`src/rtl/lsu_pkg.sv`:
```
// Shared types and constants for the data-memory load/store unit:
// FSM states, request size encodings and byte-lane masks.
package lsu_pkg;

  typedef enum logic [1:0] {
    IDLE = 2'b00,
    ACC1 = 2'b01,
    ACC2 = 2'b10,
    FIN  = 2'b11
  } lsu_state_e;

  localparam logic [1:0] SZ_B = 2'b00;
  localparam logic [1:0] SZ_H = 2'b01;
  localparam logic [1:0] SZ_W = 2'b10;
  localparam logic [1:0] SZ_X = 2'b11;

  localparam logic [3:0] LANES_B    = 4'b0001;
  localparam logic [3:0] LANES_H    = 4'b0011;
  localparam logic [3:0] LANES_W    = 4'b1111;
  localparam logic [3:0] LANES_NONE = 4'b0000;

  // Unshifted lane mask for a request size; the illegal size touches no lanes.
  function automatic logic [3:0] size_lanes(input logic [1:0] size);
    case (size)
      SZ_B:    return LANES_B;
      SZ_H:    return LANES_H;
      SZ_W:    return LANES_W;
      default: return LANES_NONE;
    endcase
  endfunction

endpackage

```
`src/rtl/lsu_load_extend.sv`:
```
// Combinational load alignment: pick the addressed bytes out of a pair of
// RAM words and sign- or zero-extend them to a full word.
module lsu_load_extend
  import lsu_pkg::*;
(
  input  logic [31:0] lo_word,
  input  logic [31:0] hi_word,
  input  logic [1:0]  offset,
  input  logic [1:0]  size,
  input  logic        is_unsigned,
  output logic [31:0] data
);

  logic [63:0] pair;
  logic [31:0] shifted;

  always_comb begin
    pair    = {hi_word, lo_word};
    shifted = 32'(pair >> {offset, 3'b000});
    data    = '0;
    case (size)
      SZ_B: data = is_unsigned ? {24'b0, shifted[7:0]}
                               : {{24{shifted[7]}}, shifted[7:0]};
      SZ_H: data = is_unsigned ? {16'b0, shifted[15:0]}
                               : {{16{shifted[15]}}, shifted[15:0]};
      SZ_W: data = shifted;
      default: data = '0;
    endcase
  end

endmodule

```
`src/rtl/dmem_lsu.sv`:
```
// Load/store unit between the CPU and a word-wide, byte-enabled data RAM.
// Misaligned requests that cross a word boundary take two RAM accesses.
module dmem_lsu
  import lsu_pkg::*;
#(
  parameter int ADDR_W = 32,
  parameter int DATA_W = 32
) (
  input  logic              clk,
  input  logic              rst,
  input  logic              req_valid,
  output logic              req_ready,
  input  logic              req_we,
  input  logic [1:0]        req_size,
  input  logic              req_unsigned,
  input  logic [ADDR_W-1:0] req_addr,
  input  logic [DATA_W-1:0] req_wdata,
  output logic              rsp_valid,
  output logic [DATA_W-1:0] rsp_rdata,
  output logic              rsp_err,
  output logic [ADDR_W-1:0] mem_addr,
  output logic              mem_wen,
  output logic [3:0]        mem_byte_en,
  output logic [DATA_W-1:0] mem_wdata,
  input  logic [DATA_W-1:0] mem_rdata
);

  lsu_state_e state, next_state;

  logic              we_q;
  logic              uns_q;
  logic [1:0]        size_q;
  logic [ADDR_W-1:0] addr_q;
  logic [DATA_W-1:0] wdata_q;
  logic [DATA_W-1:0] low_q;

  logic [1:0]        offset;
  logic              illegal;
  logic [7:0]        lanes;
  logic              split;
  logic [63:0]       wide_wdata;
  logic [ADDR_W-1:0] base_addr;
  logic [DATA_W-1:0] ext_lo;
  logic [DATA_W-1:0] ext_hi;
  logic [DATA_W-1:0] ext_data;

  // Lanes [3:0] belong to the first word, lanes [7:4] spill into the next one.
  assign offset     = addr_q[1:0];
  assign illegal    = (size_q == SZ_X);
  assign lanes      = {4'b0000, size_lanes(size_q)} << offset;
  assign split      = |lanes[7:4];
  assign wide_wdata = {32'b0, wdata_q} << {offset, 3'b000};
  assign base_addr  = {addr_q[ADDR_W-1:2], 2'b00};

  always_ff @(posedge clk or posedge rst) begin
    if (rst) state <= IDLE;
    else     state <= next_state;
  end

  always_ff @(posedge clk or posedge rst) begin
    if (rst) begin
      we_q    <= 1'b0;
      uns_q   <= 1'b0;
      size_q  <= SZ_B;
      addr_q  <= '0;
      wdata_q <= '0;
    end else if (state == IDLE && req_valid) begin
      we_q    <= req_we;
      uns_q   <= req_unsigned;
      size_q  <= req_size;
      addr_q  <= req_addr;
      wdata_q <= req_wdata;
    end
  end

  // In ACC2 the RAM is returning the first word of a split load.
  always_ff @(posedge clk or posedge rst) begin
    if (rst)                        low_q <= '0;
    else if (state == ACC2 && !we_q) low_q <= mem_rdata;
  end

  always_comb begin
    next_state = state;
    case (state)
      IDLE: if (req_valid) next_state = ACC1;
      ACC1: next_state = split ? ACC2 : FIN;
      ACC2: next_state = FIN;
      FIN:  next_state = IDLE;
      default: next_state = IDLE;
    endcase
  end

  assign ext_lo = split ? low_q : mem_rdata;
  assign ext_hi = split ? mem_rdata : '0;

  lsu_load_extend u_load_extend (
    .lo_word     (ext_lo),
    .hi_word     (ext_hi),
    .offset      (offset),
    .size        (size_q),
    .is_unsigned (uns_q),
    .data        (ext_data)
  );

  always_comb begin
    req_ready   = 1'b0;
    rsp_valid   = 1'b0;
    rsp_err     = 1'b0;
    rsp_rdata   = '0;
    mem_addr    = '0;
    mem_wen     = 1'b0;
    mem_byte_en = 4'b0000;
    mem_wdata   = '0;
    case (state)
      IDLE: req_ready = 1'b1;
      ACC1: begin
        mem_addr    = base_addr;
        mem_byte_en = lanes[3:0];
        mem_wen     = we_q && !illegal;
        mem_wdata   = we_q ? wide_wdata[31:0] : '0;
      end
      ACC2: begin
        mem_addr    = base_addr + ADDR_W'(4);
        mem_byte_en = lanes[7:4];
        mem_wen     = we_q;
        mem_wdata   = we_q ? wide_wdata[63:32] : '0;
      end
      FIN: begin
        rsp_valid = 1'b1;
        rsp_err   = illegal;
        rsp_rdata = (!we_q && !illegal) ? ext_data : '0;
      end
      default: ;
    endcase
  end

endmodule

```
`config.mk`:
```
export PLATFORM = sky130hd
export DESIGN_NAME = dmem_lsu
export DESIGN_NICKNAME = d
export VERILOG_FILES = /design/src/rtl/lsu_pkg.sv /design/src/rtl/lsu_load_extend.sv /design/src/rtl/dmem_lsu.sv
export SDC_FILE = /design/constraint.sdc
export NUM_CORES = 1
export LEC_CHECK = 0
export CAP_MARGIN = 5
export CORE_MARGIN = 10
export CORE_UTILIZATION = 38
export DETAILED_ROUTE_END_ITERATION = 16
export PLACE_DENSITY_LB_ADDON = 0.2
export SYNTH_ARGS = -nofsm -noshare
export SYNTH_HDL_FRONTEND = slang
export SYNTH_SLANG_ARGS = --single-unit
```
`constraint.sdc`:
```
create_clock -name clk -period 4.33 [get_ports clk]
set_clock_uncertainty 0.1 [all_clocks]
set_input_delay 0.866 -clock clk [delete_from_list [all_inputs] [get_ports clk]]
set_output_delay 0.866 -clock clk [all_outputs]
set_load 0.005 [all_outputs]
```
==> metrics.txt <==
RSZ-0062 raised after global routing=no; WL/cell=19.2 um; area leader, netlist=dfrtp_1; WS Path Type=reg -> out; number of synthesized flops with an enable pin=0; IO Port Bufs=204; Initial Util=38.9%; HP Class=reg -> reg; top cell type's share of synthesized area=32.5%; Worst-Skew Late Latency=0.34 ns; count of cell types in the netlist=61; vias in the first global route=6597; origin of the critical flop-to-flop path=state[0]; Worst setup EP type=output port; max_slew headroom=36.3%; Required @ worst endpoint=3.36 ns; Placement Rows=50; first-pass GRT wire length=37.5 mm; cells on worst reg2reg path=4; top cells by area, synth=dfrtp_1, mux2_2, mux2i_1; VDD IR max=0.328 mV; Via density=5.45; Post-DRT Antenna Nets=0; period utilization=95.9%; core footprint=0.0188 mm2; Syn. warnings=0; Total Neg Setup Slack=0 ns; pin count of the biggest net entering global routing=95; min Tclk post-route=4.15 ns; worst-path maximum fanout=16; count leader, synth=mux2_2; share of layout cells above drive strength 1=19.5%; # DRC=0; mean post-synth cell area=9.14 um2; outcome=finished clean; Placed Area=0.00959 mm2; Die X=159 um; final setup violation count=0; gpl congestion=0.858; fin util=52.5%; max cap viols=0; Worst R2R End=addr_q[10]; Syn Std Cell Area=0.00732 mm2; Fin. Hold Viols=0; Max Transition Viols Final=0; total track usage=18.1%; DIE AREA=0.0252 mm2; fin nets=1082; Worst Hold Path EP=low_q[5]; Clock Pin Slew Worst Setup and Hold Paths=0.07 ns; Yosys reg bits=95; H-tree levels=3; asr flop ratio synth=100%; Worst Hold Depth=1; CP startpoint kind=flip-flop; CTS Hold Buffers Added=0; Die Ht=159 um; P_leak=3.84 nW; flop-to-flop setup slack=2.14 ns; Max clock buf depth=2; Root Driver=clkbuf_16; Seq/Total Area, Yosys=32.5%; routed wire length=23.7 mm; total CTS buffers=9; Synth Instances=800; highest clock rate=241 MHz; initial antenna violation count=3; Data arrival, critical path=3.18 ns; Finished Cell Area=0.00988 mm2; ys flop type=dfrtp_1; Cell Pwr Density=687 mW/mm2; min-delay src=low_q[5]; Vias=6737; Area growth syn-to-layout=35.1%; HPWL after detailed placement=17.4 mm; gr ovfl total=0; Post-synth top cells=mux2_2, dfrtp_1, o21ai_0; CTS sink count=95; Layout fillers=1776; CTS tree=built; drt pass-1 iters=5; worst-margin pin slew=0.956 ns; Boundary Pins=207; initial drt markers=425
-- per-layer routing --
| layer | vias to the layer above | track usage (%) | routed length [um] |
|---|---|---|---|
| met4 | 4 | 5.23 | 303 |
| met3 | 18 | 5.60 | 1840 |
| met2 | 214 | 27.8 | 10800 |
| met5 | - | 0 | 33 |
| met1 | 3228 | 23.9 | 10800 |
| li1 | 3273 | - | - |
-- metrics by stage --
step           hold slack [ns]  power (W)  instances  setup slack, ns
6_report                 0.403    0.00679       1236            0.180
3_3_place_gp             0.384    0.00597       1219            0.206
3_5_place_dp             0.393    0.00602       1219            0.184
4_1_cts                  0.407    0.00684       1235            0.102
5_1_grt                  0.418    0.00733       1236           0.0549
2_1_floorplan            0.375    0.00454        801            0.887
-- cell families (layout without fill, tap and decap cells) --
family	count (synthesis)	in the layout	share of synthesized area [%]
flip-flops	95	95	32.5
AND/OR/NAND/NOR	230	230	15.5
buffers and inverters	89	263	5.27
multiplexers	174	174	27.1
adder cells (fa/ha/maj)	9	9	1.54
AO/OA/AOI/OAI	202	202	18.0
other	1	3	0.0513
-- power by group --
group          total [W]  internal [W]  leakage [nW]  switching [W]
registers        0.00184       0.00136          1.12       0.000488
logic            0.00417       0.00210          2.59        0.00207
clock network   0.000777      0.000423         0.129       0.000355
total            0.00679       0.00388          3.84        0.00291
-- state kept, by name (all words and copies together), names as in the netlist --
signal   flops
low_q       25
wdata_q     32
we_q         1
addr_q      32
size_q       2
uns_q        1
state        2
-- cell type report --
class	instances	area [um2]	area share (%)
multi-input cells	617	4580	46.3
flip-flops and latches	95	2380	24.1
diodes	1	2.50	0.0253
clock inverters	2	15.0	0.152
clock buffers	14	264	2.67
repair buffers	227	2240	22.7
well taps	260	325	3.29
inverters	20	77.6	0.785
-- worst max-delay path by stage --
stage	start	endpoint	slack, ns	depth (start not counted)
final	size_q[0]	rsp_rdata[16]	0.18	8
after global placement	mem_rdata[31]	rsp_rdata[17]	0.21	8
after CTS	size_q[0]	rsp_rdata[20]	0.10	9
after global routing	size_q[0]	rsp_rdata[20]	0.05	8
after detailed placement	mem_rdata[31]	rsp_rdata[20]	0.18	8
after floorplan	rst	addr_q[0]	0.89	1
-- cells in the final DEF, fill, tap and decap left out, types with 3 or more instances in the layout --
cell	count
and4_1	3
dfrtp_1	93
a31oi_1	13
clkbuf_1	3
nor2_1	71
a221o_1	6
clkdlybuf4s50_1	204
mux2i_1	50
nand2_1	55
ha_1	8
a21oi_1	29
nor2b_1	5
o31ai_1	8
buf_4	21
o21ai_0	78
a41oi_1	4
a211o_1	5
o21ba_2	6
inv_1	18
mux4_2	7
nand2_2	3
o211ai_1	6
a21o_1	3
clkbuf_16	9
o22a_1	6
a211oi_1	7
o21ai_2	7
a22oi_1	6
o311ai_1	5
mux2_2	114
nand3_1	30
nor3_1	10
and2_1	11
and3_1	4
nand4_1	16
nand2b_1	10
-- worst max-delay path: stages, from the launching register on --
cell and delay (ns):
dfrtp_1 0.41, ha_1 0.30, nor4b_2 0.62, nand3_1 0.22, o22ai_4 0.38, a31oi_4 0.07
buf_12 0.19, o311ai_1 0.07, clkdlybuf4s50_1 0.57
-- timing repair --
| item | 4_1_cts | 5_1_grt |
|---|---|---|
| gates resized for setup | 0 | 2 |
| setup endpoints to repair | 0 | 20 |
| setup buffers | 0 | 0 |
Note: power is estimated with default switching activity, not from simulation.
